`config.mk`:
```
export PLATFORM = sky130hd
export DESIGN_NAME = divider_8x4_seq
export DESIGN_NICKNAME = d
export VERILOG_FILES = /design/src/rtl/divider_pkg.sv /design/src/rtl/div_step.sv /design/src/rtl/divider_8x4_seq.sv
export SDC_FILE = /design/constraint.sdc
export NUM_CORES = 1
export LEC_CHECK = 0
export ABC_AREA = 1
export BUFFER_PORTS_ARGS = -buffer_cell sky130_fd_sc_hd__clkbuf_2
export CAP_MARGIN = 20
export CORE_UTILIZATION = 50
export DETAILED_ROUTE_END_ITERATION = 12
export PLACE_DENSITY = 0.83
export SLEW_MARGIN = 20
export SYNTH_ARGS = -nofsm -noshare
export SYNTH_HDL_FRONTEND = slang
export SYNTH_SLANG_ARGS = --single-unit
```
`constraint.sdc`:
```
create_clock -name clk -period 2.05 [get_ports clk]
set_clock_uncertainty 0.1 [all_clocks]
set_input_delay 0.205 -clock clk [delete_from_list [all_inputs] [get_ports clk]]
set_output_delay 0.205 -clock clk [all_outputs]
set_load 0.02 [all_outputs]
```
`src/rtl/divider_pkg.sv`:
```
// ============================================================================
// divider_pkg : shared types and constants for the sequential divider
// Revision    : 1.0
// ============================================================================
`default_nettype none

package divider_pkg;

  localparam int C_DIVIDEND_W = 8;
  localparam int C_DIVISOR_W  = 4;

  localparam logic [7:0] C_DBZ_QUOTIENT = 8'hFF;

  typedef enum logic [1:0] {
    IDLE = 2'd0,
    CALC = 2'd1,
    DONE = 2'd2
  } state_t;

endpackage

`default_nettype wire

```
`src/rtl/div_step.sv`:
```
// ============================================================================
// div_step : one restoring-division iteration (shift, compare, subtract)
// Revision : 1.0
// ============================================================================
`default_nettype none

module div_step
  import divider_pkg::*;
#(
  parameter int DIVISOR_W = C_DIVISOR_W
) (
  input  logic [DIVISOR_W-1:0] i_prem,
  input  logic                 i_bit,
  input  logic [DIVISOR_W-1:0] i_divisor,
  output logic [DIVISOR_W-1:0] o_prem,
  output logic                 o_qbit
);

  logic [DIVISOR_W:0]   w_shift;
  logic [DIVISOR_W-1:0] w_diff;
  logic                 w_ge;

  // The true difference is below the divisor, so the low bits alone are exact.
  always_comb begin
    w_shift = {i_prem, i_bit};
    w_ge    = (w_shift >= {1'b0, i_divisor});
    w_diff  = w_shift[DIVISOR_W-1:0] - i_divisor;
    o_prem  = w_ge ? w_diff : w_shift[DIVISOR_W-1:0];
    o_qbit  = w_ge;
  end

endmodule

`default_nettype wire

```
`src/rtl/divider_8x4_seq.sv`:
```
// ============================================================================
// divider_8x4_seq : unsigned restoring divider, one quotient bit per clock
// Revision        : 1.0
// ============================================================================
`default_nettype none

module divider_8x4_seq
  import divider_pkg::*;
#(
  parameter int DIVIDEND_W = C_DIVIDEND_W,
  parameter int DIVISOR_W  = C_DIVISOR_W
) (
  input  logic                  clk,
  input  logic                  rst_n,
  input  logic                  start,
  input  logic [DIVIDEND_W-1:0] dividend,
  input  logic [DIVISOR_W-1:0]  divisor,
  output logic                  busy,
  output logic                  done,
  output logic [DIVIDEND_W-1:0] quotient,
  output logic [DIVISOR_W-1:0]  remainder,
  output logic                  div_by_zero
);

  localparam int CNT_W = $clog2(DIVIDEND_W);

  state_t                r_state;
  state_t                w_next;
  logic [CNT_W-1:0]      r_cnt;
  logic [DIVIDEND_W-1:0] r_dvd;
  logic [DIVISOR_W-1:0]  r_dvs;
  logic [DIVIDEND_W-1:0] r_quo;
  logic [DIVISOR_W-1:0]  r_prem;
  logic                  r_dbz;
  logic                  r_done;
  logic [DIVIDEND_W-1:0] r_quotient;
  logic [DIVISOR_W-1:0]  r_remainder;
  logic                  r_div_by_zero;
  logic [DIVISOR_W-1:0]  w_prem_next;
  logic                  w_qbit;
  logic                  w_busy;

  div_step #(
    .DIVISOR_W (DIVISOR_W)
  ) u_step (
    .i_prem    (r_prem),
    .i_bit     (r_dvd[r_cnt]),
    .i_divisor (r_dvs),
    .o_prem    (w_prem_next),
    .o_qbit    (w_qbit)
  );

  always_ff @(posedge clk) begin
    if (!rst_n) begin
      r_state <= IDLE;
    end else begin
      r_state <= w_next;
    end
  end

  always_comb begin
    w_next = r_state;
    case (r_state)
      IDLE:    if (start) w_next = (divisor == '0) ? DONE : CALC;
      CALC:    if (r_cnt == '0) w_next = DONE;
      DONE:    w_next = IDLE;
      default: w_next = IDLE;
    endcase
  end

  always_comb begin
    w_busy = (r_state != IDLE);
  end

  // Working registers stay internal; the visible results change only on leaving DONE.
  always_ff @(posedge clk) begin
    if (!rst_n) begin
      r_cnt         <= '0;
      r_dvd         <= '0;
      r_dvs         <= '0;
      r_quo         <= '0;
      r_prem        <= '0;
      r_dbz         <= 1'b0;
      r_done        <= 1'b0;
      r_quotient    <= '0;
      r_remainder   <= '0;
      r_div_by_zero <= 1'b0;
    end else begin
      r_done <= (r_state == DONE);
      case (r_state)
        IDLE: begin
          if (start) begin
            r_dvd <= dividend;
            r_dvs <= divisor;
            r_cnt <= CNT_W'(DIVIDEND_W - 1);
            if (divisor == '0) begin
              r_quo  <= DIVIDEND_W'(C_DBZ_QUOTIENT);
              r_prem <= dividend[DIVISOR_W-1:0];
              r_dbz  <= 1'b1;
            end else begin
              r_quo  <= '0;
              r_prem <= '0;
              r_dbz  <= 1'b0;
            end
          end
        end
        CALC: begin
          r_prem <= w_prem_next;
          r_quo  <= {r_quo[DIVIDEND_W-2:0], w_qbit};
          r_cnt  <= r_cnt - 1'b1;
        end
        DONE: begin
          r_quotient    <= r_quo;
          r_remainder   <= r_prem;
          r_div_by_zero <= r_dbz;
        end
        default: ;
      endcase
    end
  end

  assign busy        = w_busy;
  assign done        = r_done;
  assign quotient    = r_quotient;
  assign remainder   = r_remainder;
  assign div_by_zero = r_div_by_zero;

endmodule

`default_nettype wire

```
==> impl_metrics.py <==
metrics = {
    "yosys": {
        "synth_seq_area_share_pct": 44.28,
        "ys_async_sr_fraction_pct": 0,
        "avgSynthCellArea_um2": 7.832,
        "ys_top_cells_by_count": "dfxtp_1 (44), inv_1 (35), a21oi_1 (34), o21ai_0 (34), nand2_1 (29)",
        "yosys.area.top_type": "dfxtp_1",
        "ys.flop_type": "dfxtp_1",
        "synth_nets": 276,
        "ys_types": 29,
        "synth_edf_count": 0,
        "synth_most_common_cell": "dfxtp_1",
        "synth_area_um2": 1989,
        "yosysWarnings": 0,
        "synthCells": 254,
        "synth_top_area_share_pct": 44.28,
        "yosys-top-cells-area": "dfxtp_1 (44%), a21oi_1 (8.6%), o21ai_0 (8.6%), inv_1 (6.6%), nand2_1 (5.5%)",
        "ys_ff_latch": 44,
    },
    "routing": {
        "viasPerCell": 5.266,
        "drt_pass1_iterations": 4,
        "first_iter_violations": 121,
        "vias": 1764,
        "ant_nets": 0,
        "remaining_drc_errors": 0,
        "routed_wl_um": 4318,
        "avgRoutedWirePerCell_um": 12.89,
    },
    "timing": {
        "slew-limit-headroom_pct": 73.48,
        "layout_min_cycle_time_ps": 1999,
        "holdWs_ps": 46.16,
        "finalHoldViolations": 0,
        "fin_crit_sh_pct": 97.51,
        "setup_viol": 0,
        "report.final.slew_viol_count": 0,
        "timing.fmax_mhz": 500.3,
        "worst_pin_slew_ps": 396.3,
    },
    "clock_network": {
        "numCtsBuffers": 5,
        "cts_tree": "done",
        "clk_path_buf_depth": 2,
        "clkLatencyLatePin_ps": 310,
        "clk_pin_slew_ps": 90,
        "cts-htree-levels": 2,
        "cts_root_buf": "clkbuf_8",
        "cts.sinks": 44,
        "hold_buffers": 0,
    },
    "run": {
        "max_cap_viol_count": 0,
    },
    "layout": {
        "syn2layout_area_growth_pct": 17.55,
        "stdcell_count": 335,
        "fillers": 357,
        "finish.instance_area_um2": 2338,
        "diodes": 0,
        "layout.nets": 308,
        "drive_gt1_share_pct": 24.74,
    },
    "critical_path": {
        "cp_common_cell": "nand2_1",
        "slowest_delay_ps": 380,
        "cp-end-kind": "register",
        "cp.arrival_ps": 2150,
        "crit_chain": "inv_2 -> nand2_1 -> nand3_1 -> nand2_1 -> nand2_1 -> nand2_2 -> inv_1 -> ha_4 -> nand2_1 -> o21a_1 -> buf_4 -> nand3b_1 -> nand3_1 -> a21oi_2",
        "path_class": "reg2reg",
        "path_max_fanout": 5,
        "worstPathRequired_ps": 2200,
        "crit_path_start_kind": "register",
        "slowest_stage": "dfxtp_4",
    },
    "power_and_ir_drop": {
        "seqPwrFrac_pct": 43.1,
        "p_switching_uw": 768.9,
        "swShare_pct": 33.27,
        "p_leak_nw": 1.096,
        "pwr-share-comb_pct": 27.1,
        "clkPwrFrac_pct": 29.8,
        "p_int_mw": 1.542,
        "powerDensity_nw_per_um2": 988.4,
        "ir_worst_vdd_uv": 543.7,
    },
    "die": {
        "die_area_um2": 4235,
        "start_util_pct": 53.14,
        "row_count": 22,
        "pin_count": 30,
        "die_y_um": 65.08,
        "fp.dieW_um": 65.08,
        "core_um2": 3744,
    },
    "hold_path": {
        "hold_path_class": "in2reg",
    },
    "placed_design": {
        "place_hpwl_um": 2925,
        "dp.cells": 325,
        "portBuffers": 29,
        "placed_area_um2": 2168,
        "gp_congestion": 0.8470,
    },
    "global_routing": {
        "gr-total-overflow": 0,
        "grt_max_degree": 24,
        "grt_pass1_wl_um": 7472,
        "grt_pass1_vias": 1717,
        "grt.total_usage_pct": 22.94,
        "antenna_found_initial": 0,
    },
    "run_status": {
        "status": "completed",
    },
}
## power by group through the flow
stage,Sequential (mW),Clock [mW],Combinational (mW)
2_1_floorplan,1.02,0,0.417
3_3_place_gp,1.01,0,0.530
3_5_place_dp,1.01,0,0.547
4_1_cts,0.993,0.693,0.554
5_1_grt,1.01,0.731,0.702
6_report,0.996,0.688,0.627
## path summary, 6_finish.rpt
check	depth (start not counted)	end	from	slack, ps
max	14	r_prem[2]	r_cnt[0]	50
min	3	r_dvs[0]	divisor[0]	50
max reg2reg	14	r_prem[2]	r_cnt[0]	50
min reg2reg	2	r_dvd[5]	r_dvd[5]	360
## sequential cells by signal (all words and copies together) (netlist names), 2 cells and up
name       cells
r_prem         4
r_cnt          3
r_dvs          4
remainder      4
r_state        2
r_dvd          8
r_quo          8
quotient       8
## stage by stage
stage | setup slack, ps | util, % | setup TNS (ps) | power, mW
finish | 51.07 | 62.47 | 0 | 2.311
global route | -19.35 | 62.47 | -39.57 | 2.443
CTS | 18.12 | 61.10 | 0 | 2.240
detailed placement | 5.141 | 57.92 | 0 | 1.557
global placement | 82.64 | 57.92 | 0 | 1.539
floorplan | 147.4 | - | 0 | 1.436
## cell families (layout without fill, tap and decap cells)
kind of cell	Yosys count	count (layout)	share of synthesized area, %
adders and majority gates	7	7	4.780
xor gates and xnor gates	1	1	0.4403
and+or+nand+nor	68	68	15.85
AOI/OAI and AO/OA	84	84	23.90
DFF	44	44	44.28
buffers and inverters	50	83	10.75
## layout make-up
type	instances	area (um^2)	share of cell area [%]
Multi-Input combinational cell	160	930.9	39.81
Sequential cell	44	884.6	37.83
Timing Repair Buffer	35	190.2	8.133
Inverter	40	157.7	6.742
Clock buffer	5	68.82	2.943
Tap cell	48	60.06	2.568
Clock inverter	3	46.29	1.980
## metal layers
metal	track usage (%)	wire, um
met1	28.42	1962
met5	0	0
met4	11.41	81
met3	6.514	231
met2	36.20	2043
## what timing repair did
action                                  4_1_cts  5_1_grt
endpoints found under the setup margin        4        5
gates resized for setup                       2       12
buffers inserted                              0        2
pin swaps                                     0        9
## critical path: cells and delay by family (launching register included)
kind / cells / cell delay [ps]
buffers and inverters: 3 / 270
adder cells (fa/ha/maj): 1 / 260
AND/OR/NAND/NOR: 8 / 550
AO/OA/AOI/OAI: 2 / 370
flip-flops: 1 / 380
## cells in the final DEF (no fill, tap or decap), drive strengths merged
cell type and instances:
a2111oi 1, a21oi 36, a221oi 1, buf 6
bufinv 1, clkbuf 34, clkinvlp 1, dfxtp 44
fa 1, ha 6, inv 41, nand2 32
nand3 10, nand3b 3, nor2 23, o211ai 7
o21a 1, o21ai 38, xor2 1
No activity file was read; power rests on OpenSTA's default activity.
